### src/rtl/uart_rx_sequencer.sv
// UART receive sequencer: oversampled start detection, configurable 5-8 data bits,
// optional parity, one or two stop bits, FIFO push strobe, error pulses and idle timeout.
module uart_rx_sequencer #(
  parameter int unsigned OSR           = 16,
  parameter int unsigned TIMEOUT_TICKS = 640
) (
  input  logic       PCLK,
  input  logic       PRESETn,
  input  logic       baud_tick,
  input  logic       rxd,
  input  logic       RXen,
  input  logic [1:0] data_bits,
  input  logic       parity_en,
  input  logic       parity_odd,
  input  logic       stop_two,
  input  logic       fifo_full,
  output logic [7:0] rx_data,
  output logic       rx_push,
  output logic       frame_err,
  output logic       parity_err,
  output logic       overrun_err,
  output logic       timeout_flag,
  output logic       busy
);

  localparam int unsigned ToW = $clog2(TIMEOUT_TICKS + 1);
  localparam logic [3:0] HalfTick = 4'(OSR / 2 - 1);
  localparam logic [3:0] LastTick = 4'(OSR - 1);
  localparam logic [ToW-1:0] ToLast = ToW'(TIMEOUT_TICKS - 1);

  typedef enum logic [2:0] {StIdle, StStart, StData, StParity, StStop1, StStop2} state_e;

  state_e         state_q, state_d;
  logic [3:0]     cnt_q, cnt_d;
  logic [2:0]     bit_q, bit_d;
  logic [7:0]     shift_q, shift_d;
  logic           par_q, par_d;
  logic           perr_q, perr_d;
  logic           ferr_q, ferr_d;
  logic [1:0]     bits_q, bits_d;
  logic           pen_q, pen_d;
  logic           podd_q, podd_d;
  logic           two_q, two_d;
  logic [ToW-1:0] to_cnt_q, to_cnt_d;
  logic           to_arm_q, to_arm_d;
  logic           sync1_q, sync2_q;
  logic [7:0]     rx_data_q, rx_data_d;
  logic           push_q, push_d;
  logic           ferr_out_q, ferr_out_d;
  logic           perr_out_q, perr_out_d;
  logic           ovr_q, ovr_d;
  logic           tout_q, tout_d;

  logic rx_s;
  logic tick_last;
  logic start_det;
  logic complete;

  assign rx_s      = sync2_q;
  assign tick_last = baud_tick && (cnt_q == LastTick);
  assign start_det = (state_q == StIdle) && RXen && baud_tick && !rx_s;

  always_comb begin
    state_d    = state_q;
    cnt_d      = cnt_q;
    bit_d      = bit_q;
    shift_d    = shift_q;
    par_d      = par_q;
    perr_d     = perr_q;
    ferr_d     = ferr_q;
    bits_d     = bits_q;
    pen_d      = pen_q;
    podd_d     = podd_q;
    two_d      = two_q;
    to_cnt_d   = to_cnt_q;
    to_arm_d   = to_arm_q;
    rx_data_d  = rx_data_q;
    push_d     = 1'b0;
    ferr_out_d = 1'b0;
    perr_out_d = 1'b0;
    ovr_d      = 1'b0;
    tout_d     = 1'b0;
    complete   = 1'b0;

    if ((state_q == StIdle) && baud_tick && to_arm_q && !start_det) begin
      if (to_cnt_q == ToLast) begin
        tout_d   = 1'b1;
        to_arm_d = 1'b0;
        to_cnt_d = '0;
      end else begin
        to_cnt_d = to_cnt_q + ToW'(1);
      end
    end

    unique case (state_q)
      StIdle: begin
        if (start_det) begin
          state_d  = StStart;
          cnt_d    = '0;
          bit_d    = '0;
          shift_d  = '0;
          par_d    = 1'b0;
          perr_d   = 1'b0;
          ferr_d   = 1'b0;
          bits_d   = data_bits;
          pen_d    = parity_en;
          podd_d   = parity_odd;
          two_d    = stop_two;
          to_cnt_d = '0;
        end
      end
      StStart: begin
        if (baud_tick) begin
          if (cnt_q == HalfTick) begin
            cnt_d   = '0;
            state_d = rx_s ? StIdle : StData;
          end else begin
            cnt_d = cnt_q + 4'd1;
          end
        end
      end
      StData: begin
        if (tick_last) begin
          cnt_d          = '0;
          shift_d[bit_q] = rx_s;
          par_d          = par_q ^ rx_s;
          bit_d          = bit_q + 3'd1;
          if (bit_q == (3'd4 + {1'b0, bits_q})) begin
            state_d = pen_q ? StParity : StStop1;
          end
        end else if (baud_tick) begin
          cnt_d = cnt_q + 4'd1;
        end
      end
      StParity: begin
        if (tick_last) begin
          cnt_d   = '0;
          state_d = StStop1;
          if (rx_s != (par_q ^ podd_q)) begin
            perr_d = 1'b1;
          end
        end else if (baud_tick) begin
          cnt_d = cnt_q + 4'd1;
        end
      end
      StStop1, StStop2: begin
        // A framing error holds the state until the next tick, which then completes
        if (baud_tick && ferr_q) begin
          complete = 1'b1;
        end else if (tick_last) begin
          cnt_d = '0;
          if (!rx_s) begin
            ferr_d = 1'b1;
          end else if ((state_q == StStop1) && two_q) begin
            state_d = StStop2;
          end else begin
            complete = 1'b1;
          end
        end else if (baud_tick) begin
          cnt_d = cnt_q + 4'd1;
        end
      end
      default: state_d = StIdle;
    endcase

    if (complete) begin
      state_d    = StIdle;
      ferr_out_d = ferr_q;
      perr_out_d = perr_q;
      if (fifo_full) begin
        ovr_d = 1'b1;
      end else begin
        push_d    = 1'b1;
        rx_data_d = shift_q;
        to_cnt_d  = '0;
        to_arm_d  = 1'b1;
      end
    end

    // Disable aborts any frame silently; the timeout holds its place while disabled
    if (!RXen) begin
      state_d    = StIdle;
      cnt_d      = '0;
      rx_data_d  = rx_data_q;
      push_d     = 1'b0;
      ferr_out_d = 1'b0;
      perr_out_d = 1'b0;
      ovr_d      = 1'b0;
      tout_d     = 1'b0;
      to_cnt_d   = to_cnt_q;
      to_arm_d   = to_arm_q;
    end
  end

  always_ff @(posedge PCLK or negedge PRESETn) begin
    if (!PRESETn) begin
      state_q    <= StIdle;
      cnt_q      <= '0;
      bit_q      <= '0;
      shift_q    <= '0;
      par_q      <= 1'b0;
      perr_q     <= 1'b0;
      ferr_q     <= 1'b0;
      bits_q     <= '0;
      pen_q      <= 1'b0;
      podd_q     <= 1'b0;
      two_q      <= 1'b0;
      to_cnt_q   <= '0;
      to_arm_q   <= 1'b0;
      sync1_q    <= 1'b1;
      sync2_q    <= 1'b1;
      rx_data_q  <= '0;
      push_q     <= 1'b0;
      ferr_out_q <= 1'b0;
      perr_out_q <= 1'b0;
      ovr_q      <= 1'b0;
      tout_q     <= 1'b0;
    end else begin
      state_q    <= state_d;
      cnt_q      <= cnt_d;
      bit_q      <= bit_d;
      shift_q    <= shift_d;
      par_q      <= par_d;
      perr_q     <= perr_d;
      ferr_q     <= ferr_d;
      bits_q     <= bits_d;
      pen_q      <= pen_d;
      podd_q     <= podd_d;
      two_q      <= two_d;
      to_cnt_q   <= to_cnt_d;
      to_arm_q   <= to_arm_d;
      sync1_q    <= rxd;
      sync2_q    <= sync1_q;
      rx_data_q  <= rx_data_d;
      push_q     <= push_d;
      ferr_out_q <= ferr_out_d;
      perr_out_q <= perr_out_d;
      ovr_q      <= ovr_d;
      tout_q     <= tout_d;
    end
  end

  assign rx_data      = rx_data_q;
  assign rx_push      = push_q;
  assign frame_err    = ferr_out_q;
  assign parity_err   = perr_out_q;
  assign overrun_err  = ovr_q;
  assign timeout_flag = tout_q;
  assign busy         = (state_q != StIdle);

endmodule

### config.mk
export PLATFORM = sky130hd
export DESIGN_NAME = uart_rx_sequencer
export DESIGN_NICKNAME = d
export VERILOG_FILES = /design/src/rtl/uart_rx_sequencer.sv
export SDC_FILE = /design/constraint.sdc
export NUM_CORES = 1
export LEC_CHECK = 0
export ABC_AREA = 1
export CAP_MARGIN = 20
export CORE_ASPECT_RATIO = 0.8
export CORE_MARGIN = 10
export CORE_UTILIZATION = 35
export CTS_BUF_LIST = sky130_fd_sc_hd__clkbuf_4 sky130_fd_sc_hd__clkbuf_8
export DETAILED_ROUTE_END_ITERATION = 10
export PLACE_DENSITY = 0.53
export SETUP_SLACK_MARGIN = 0.1
export SLEW_MARGIN = 20
export SYNTH_ARGS = -nofsm -noshare
export SYNTH_HDL_FRONTEND = slang
export SYNTH_SLANG_ARGS = --single-unit
### constraint.sdc
create_clock -name PCLK -period 3.9 [get_ports PCLK]
set_input_delay 0.78 -clock PCLK [delete_from_list [all_inputs] [get_ports PCLK]]
set_output_delay 0.78 -clock PCLK [all_outputs]
set_load 0.1 [all_outputs]
==> impl_results.md, run 1 <==
* Worst-path cell chain: clkdlybuf4s50_1
* Layout cell share with drive strength beyond 1 at 0.09920
* CTS buffer count at 5
* Hold Fails Final Rpt at 0
* Synth Area per Inst at 8.077 um^2
* CTS Root Cell: clkbuf_8
* Outcome: complete, no violations
* Dpl cells at 473
* # fillers at 789
* IO buf count at 24
* CP startpoint kind: register
* Aggregate global routing overflow at 0
* Setup CP Type: reg2out
* Dpl hpwl at 4508 um
* Unrepaired setup endpoints after global routing: no
* Worst-path clk slew at 100 ps
* Mux share of post-synthesis cell area at 0
* Worst path arrival time at between 1500 and 2000 ps
* Post-Syn Area at 2803 um^2
* Drt wl/cell at between 10 and 15 um
* FF+latch count, synth at 52
* Switching power at 655.8 uW
* Most common cell in the netlist: nand2_1
* Hold slack at 361.3 ps
* Post-synth top cells: nand2_1 (105), dfrtp_1 (50), inv_1 (32)
* First-pass GRT wire length at 10,780 um
* Pre-CTS setup slack at 1249 ps
* Post-synth ARST share at 1.000
* Internal power at 1.041 mW
* Area grow syn2layout at 16.29%
* Post-synthesis xor/xnor area fraction at 0.02500
* Power density over the cells at 520.7 nW/um^2
* Area leader, netlist: dfrtp_1
* Post-layout min period at ~2600 ps
* Height of the die at 100.0 um
* Final Cycle Share at 0.6680
* Worst setup slack after layout at around 1300 ps
* Routability cong. at 0.8605
* Number of synthesized flops with an enable pin at 0
* Remaining antenna violation count at 0
* Synth area leaders: dfrtp_1 (45%), nand2_1 (14%), nand3_1 (4.5%), inv_1 (4.3%), o21ai_0 (3.9%)
* Number of global-route vias before repair at 2,166
* Clk_lat worst skew at around 310 ps
* Slew HR at 0.3451
* H-tree depth at 2
* Seq/Total Area, Yosys at 0.4652
* Top cell type's share of synthesized area at 0.4464
* Initial core utilization at 0.3560
* DR DRC count at 0
* Worst slew pin tran at between 900 and 1000 ps
* F_max at around 0.38 GHz
* Hold Path Class: reg2reg
* Vias at 2,251
* Ys Warns at 0
* Rows at 29
* Largest family of logic cells by synthesized area: simple AND/OR/NAND/NOR gates
* Critical Path End Type: output pin
* Routed wire length at 6144 um
* Setup violators final at 0
* Worst path top cell family by delay: buffers and inverters
* Netlist cell types at 30
* Clock Tree Buf Depth at 2
* Peak VDD IR at 0.5946 mV
* DR iter-0 viols at 160
* Resized cells post-CTS at 0
* Total negative slack at 0 ps
* Pins Over Slew Limit at 0
* # hold bufs at CTS at 0
* Mapped Nets at 364
* DRT Pass-1 Iters at 4
* Adder-cell share of the synthesized area at 0.02679
* Setup Fix Bufs, Post-CTS at 0
* P_leak at 1.519 nW
* CP required at 3120 ps
* Multi-input logic area at ~1300 um^2
* I/O pin count at 25
* Initial antenna violation count at 0
* CTS tree: built
* Gate Count Post-Synth at ~350
* Layout Cells excl Fill at 481
* Crit path buf inv count at 1
* NumNets Final at slightly below 400
* Combinational power share at 0.339
* Sink Count at between 50 and 60
* Area of the die at 12,010 um^2
* Vias/cell at roughly 4.7
* Switching Share at 0.3864
* Largest net degree at the start of global routing at 36
* Antenna cells at 0
* Reg power frac at 0.398
* Synth Area in Compound Gates at 0.1013
* Post-synth top flop: dfrtp_1
* Simple-gate share of the synthesized area at 0.3116
* CP max FO at 2
* Max stage delay on crit path at 1150 ps
* Clock Power Share at 0.263
* Die width at 120.0 um
* GRT Overall Usage at 0.1079
* Max-cap violation count at 0
* Reg area at around 1300 um^2
* CORE AREA at just under 8000 um^2
* Fin Clk Skew at 12.79 ps
* Critical Path Slowest Stage Cell: clkdlybuf4s50_1
-- stage by stage --
| step | area (um^2) | utilization | total power [mW] |
|---|---|---|---|
| floorplan | 2803 | - | 1.124 |
| global placement | 3122 | 0.3965 | 1.264 |
| detailed placement | 3122 | 0.3965 | 1.264 |
| CTS | 3259 | 0.4140 | 1.719 |
| global route | 3259 | 0.4140 | 1.831 |
| finish | 3259 | 0.4140 | 1.697 |
-- metal layers --
metal  vias to the layer above  global-route usage  routed length, um
met5                         -                   0                  0
li1                       1182                   -                  -
met4                         0             0.02593                 44
met3                         5             0.02804                218
met1                      1040              0.1563               3332
met2                        24              0.1554               2549
-- cells in the final DEF (no fill, tap or decap), types with 2 or more instances in the layout --
cell / n
ha_1: 6
a32o_1: 8
nand3b_1: 2
inv_1: 32
nand3_2: 2
bufinv_16: 2
xnor2_1: 2
clkbuf_8: 5
xor2_1: 6
nand3_1: 25
nor2_4: 5
dfstp_2: 2
nand2_2: 7
a21oi_1: 6
o22ai_1: 2
nand4_1: 4
nand2_1: 105
o21ai_1: 7
buf_4: 2
dfrtp_1: 50
nor2_1: 25
clkdlybuf4s50_1: 22
nor2_2: 2
nor3_1: 11
o21ai_0: 22
inv_2: 4
-- power groups by stage --
| stage | registers [mW] | logic [mW] | clock network, mW |
|---|---|---|---|
| floorplan | 0.666 | 0.458 | 0 |
| global placement | 0.684 | 0.579 | 0 |
| detailed placement | 0.685 | 0.579 | 0 |
| CTS | 0.675 | 0.582 | 0.462 |
| global route | 0.687 | 0.659 | 0.485 |
| finish | 0.675 | 0.575 | 0.447 |
-- cell type report --
| cell class | count | area share |
|---|---|---|
| Inverter | 37 | 0.04299 |
| Clock buffer | 5 | 0.02111 |
| Clock inverter | 3 | 0.02111 |
| Tap cell | 108 | 0.04146 |
| Multi-Input combinational cell | 251 | 0.3996 |
| Timing Repair Buffer | 25 | 0.07370 |
| Sequential cell | 52 | 0.4000 |
-- state kept, by name, indices dropped and copies added, names as in the netlist, 2 cells and up --
name	flops
bit_q	3
bits_q	2
cnt_q	4
rx_data	8
shift_q	8
state_q	3
to_cnt_q	10
-- cell families (layout without fill, tap and decap cells) --
family / count (synthesis) / in the layout
compound gates: 47 / 47
xor+xnor: 8 / 8
fa+ha+maj: 6 / 6
buf+inv: 44 / 70
flops: 52 / 52
simple gates: 190 / 190
-- worst paths after layout --
| check | depth (start not counted) | from | end | slack, ps |
|---|---|---|---|---|
| worst max-delay path | 1 | rx_data[6] | rx_data[6] | 1290 |
| worst min-delay path | 0 | sync1_q | rx_s | 360 |
| worst max register to register | 11 | cnt_q[0] | rx_data[1] | 2110 |
| worst min register to register | 0 | sync1_q | rx_s | 360 |
| max in group asynchronous | 2 | PRESETn | perr_q | 2620 |
| min in group asynchronous | 1 | PRESETn | to_cnt_q[5] | 530 |
Power figures use the tool's default switching activity.
==> run 2: changes to the inputs <==
--- a/config.mk
+++ b/config.mk
@@ -12,7 +12,7 @@
 export CORE_UTILIZATION = 35
 export CTS_BUF_LIST = sky130_fd_sc_hd__clkbuf_4 sky130_fd_sc_hd__clkbuf_8
 export DETAILED_ROUTE_END_ITERATION = 10
-export PLACE_DENSITY = 0.53
+export PLACE_DENSITY = 0.55
 export SETUP_SLACK_MARGIN = 0.1
 export SLEW_MARGIN = 20
 export SYNTH_ARGS = -nofsm -noshare
==> constraint.sdc (replaced) <==
create_clock -name PCLK -period 2.3 [get_ports PCLK]
set_input_delay 0.46 -clock PCLK [delete_from_list [all_inputs] [get_ports PCLK]]
set_output_delay 0.46 -clock PCLK [all_outputs]
set_load 0.1 [all_outputs]
==> run 2 against run 1 <==
Net effect: flip-flop and latch count unchanged; first-iteration DRC count decreased by 14%; cell count increased by 1.0%; cell area barely moved; register-to-register slack got worse by 1600 ps; sequential power grew 69%; power grew 68%.
==> impl_results.md, run 2 (synthesis results as in run 1) <==
* Area of the die at 12,010 um^2 (unchanged)
* Unrepaired setup endpoints after global routing: no
* Dpl hpwl at 4521 um (+0.30%)
* Worst setup slack after layout at 432.2 ps (-862.7 ps)
* Total Power at 2.847 mW (+68%)
* P_leak at 1.568 nW (+3.3%)
* GRT Overall Usage at 0.1059 (-0.001945)
* Hold Fails Final Rpt at 0 (unchanged)
* Dpl cells at 478 (+1.1%)
* # hold bufs at CTS at 0 (unchanged)
* Total negative slack at 0 ps (unchanged)
* DR iter-0 viols at 138 (-14%)
* I/O pin count at 25 (unchanged)
* Clock Tree Buf Depth at 2 (unchanged)
* Largest net degree at the start of global routing at 53 (+47%)
* CP max FO at 11 (+9)
* F_max at roughly 0.54 GHz
* Most frequent cells in the layout: nand2_1 (105), dfrtp_1 (50), inv_1 (32)
* Drt wl/cell at 12.32 um (-3.5%)
* Power density over the cells at 873.0 nW/um^2 (+68%)
* Setup CP Type: in2reg
* Fin util at 0.4141 (about the same)
* Vias/cell at 4.679 (about the same)
* Layout Cells excl Fill at 486 (+1.0%)
* CORE AREA at 7874 um^2 (unchanged)
* DRT Pass-1 Iters at 4 (unchanged)
* Max-cap violation count at 0 (unchanged)
* R2R Setup Slk at 490 ps (-1620 ps)
* Aggregate global routing overflow at 0 (unchanged)
* H-tree depth at 2 (unchanged)
* Routed wire length at 5988 um (-2.5%)
* Pre-CTS setup slack at 92.98 ps (-1156 ps)
* CTS tree: built
* Reg2reg path depth at 10 (-1)
* Initial core utilization at 0.3560 (unchanged)
* IO buf count at 24 (unchanged)
* Placed Area at 3139 um^2 (+0.56%)
* Outcome: complete, no violations
* Reg2Reg Capture Point: state_q[2]
* Height of the die at 100.0 um (unchanged)
* Resized cells post-CTS at 0 (unchanged)
* Antenna cells at 0 (unchanged)
* Area grow syn2layout at 16.34% (about the same)
* Most common cell after layout, fill and taps aside: nand2_1
* Rows at 29 (unchanged)
* DR DRC count at 0 (unchanged)
* Hold Path Class: in2async
* Fin Clk Skew at 9.810 ps (-2.979 ps)
* Peak VDD IR at 0.8116 mV (+36%)
* R2r startpoint: state_q[1]
* Clk_lat worst skew at 310 ps (about the same)
* Initial antenna violation count at 0 (unchanged)
* NumNets Final at 394 (+1.3%)
* Pins Over Slew Limit at 0 (unchanged)
* Routability cong. at 0.8475 (-1.5%)
* CTS buffer count at 5 (unchanged)
* Vias at 2,274 (+1.0%)
* Worst path arrival time at 2120 ps (+290 ps)
* Hold slack at 261.1 ps (-100.2 ps)
* Layout cell share with drive strength beyond 1 at 0.1455 (+0.04631)
* CTS Root Cell: clkbuf_8
* Worst slew pin tran at 649.5 ps (-329.8 ps)
* Slew HR at 0.5670 (+0.2219)
* Max FFs per register at 10 (unchanged)
* Number of global-route vias before repair at 2,206 (+1.8%)
* CP startpoint kind: input pin
* Final Cycle Share at 0.8121
* Setup Fix Bufs, Post-CTS at 0 (unchanged)
* First-pass GRT wire length at 10,670 um (-1.0%)
* Sink Count at 52 (unchanged)
* Multi-input logic area at 1303 um^2 (unchanged)
* Post-layout min period at 1868 ps
* Reg area at 1304 um^2 (unchanged)
* Remaining antenna violation count at 0 (unchanged)
* CP required at 2560 ps (-560 ps)
* Critical Path End Type: register
* Design Area, Final at 3261 um^2 (about the same)
* Worst-path clk slew at 100 ps (about the same)
* Setup violators final at 0 (unchanged)
* Top reg by flops: to_cnt_q
* Die width at 120.0 um (unchanged)
* # fillers at 827 (+4.8%)
## run 2: cell count changes in the layout (fill, tap and decap cells not counted)
cell,delta
inv_6,-1
bufinv_16,-1
buf_4,+17
clkdlybuf4s50_1,-13
buf_12,+1
clkbuf_8,+1
clkinv_4,+1
## run 2: worst max path at each step
| stage | from | to | slack [ps] | cells after the start |
|---|---|---|---|---|
| after detailed placement | baud_tick | rx_data[3] | 90 | 11 |
| after global routing | baud_tick | rx_data[4] | 260 | 11 |
| after floorplan | state_q[2] | state_q[1] | 250 | 9 |
| final | baud_tick | rx_data[3] | 430 | 11 |
| after global placement | baud_tick | rx_data[4] | 120 | 11 |
| after CTS | baud_tick | rx_data[3] | 420 | 11 |
## run 2: power by group
part	switching, mW	internal, mW	total [mW]
registers	0.112	1.03	1.14
logic	0.696	0.344	1.04
clock network	0.309	0.356	0.665
## run 2: worst max-delay path, cell delays in order
cell	delay, ps
clkdlybuf4s50_1	600
nand2_2	100
nor2_4	150
nand3_2	90
nand2_2	80
nand2_2	80
nor2_2	100
nand2_2	170
clkinv_2	160
nand2_1	70
nand2_1	60
## run 2: layout make-up
type	instances	share of cell area
inverters	37	0.04298
clock inverters	2	0.01190
multi-input cells	251	0.3995
repair buffers	30	0.07905
well taps	108	0.04144
flip-flops and latches	52	0.3998
clock buffers	6	0.02533
## run 2: routing by layer
layer  wire (um)  track usage
met2        2531       0.1554
met4          64      0.03333
met3         223      0.02468
met1        3169       0.1501
met5           0            0
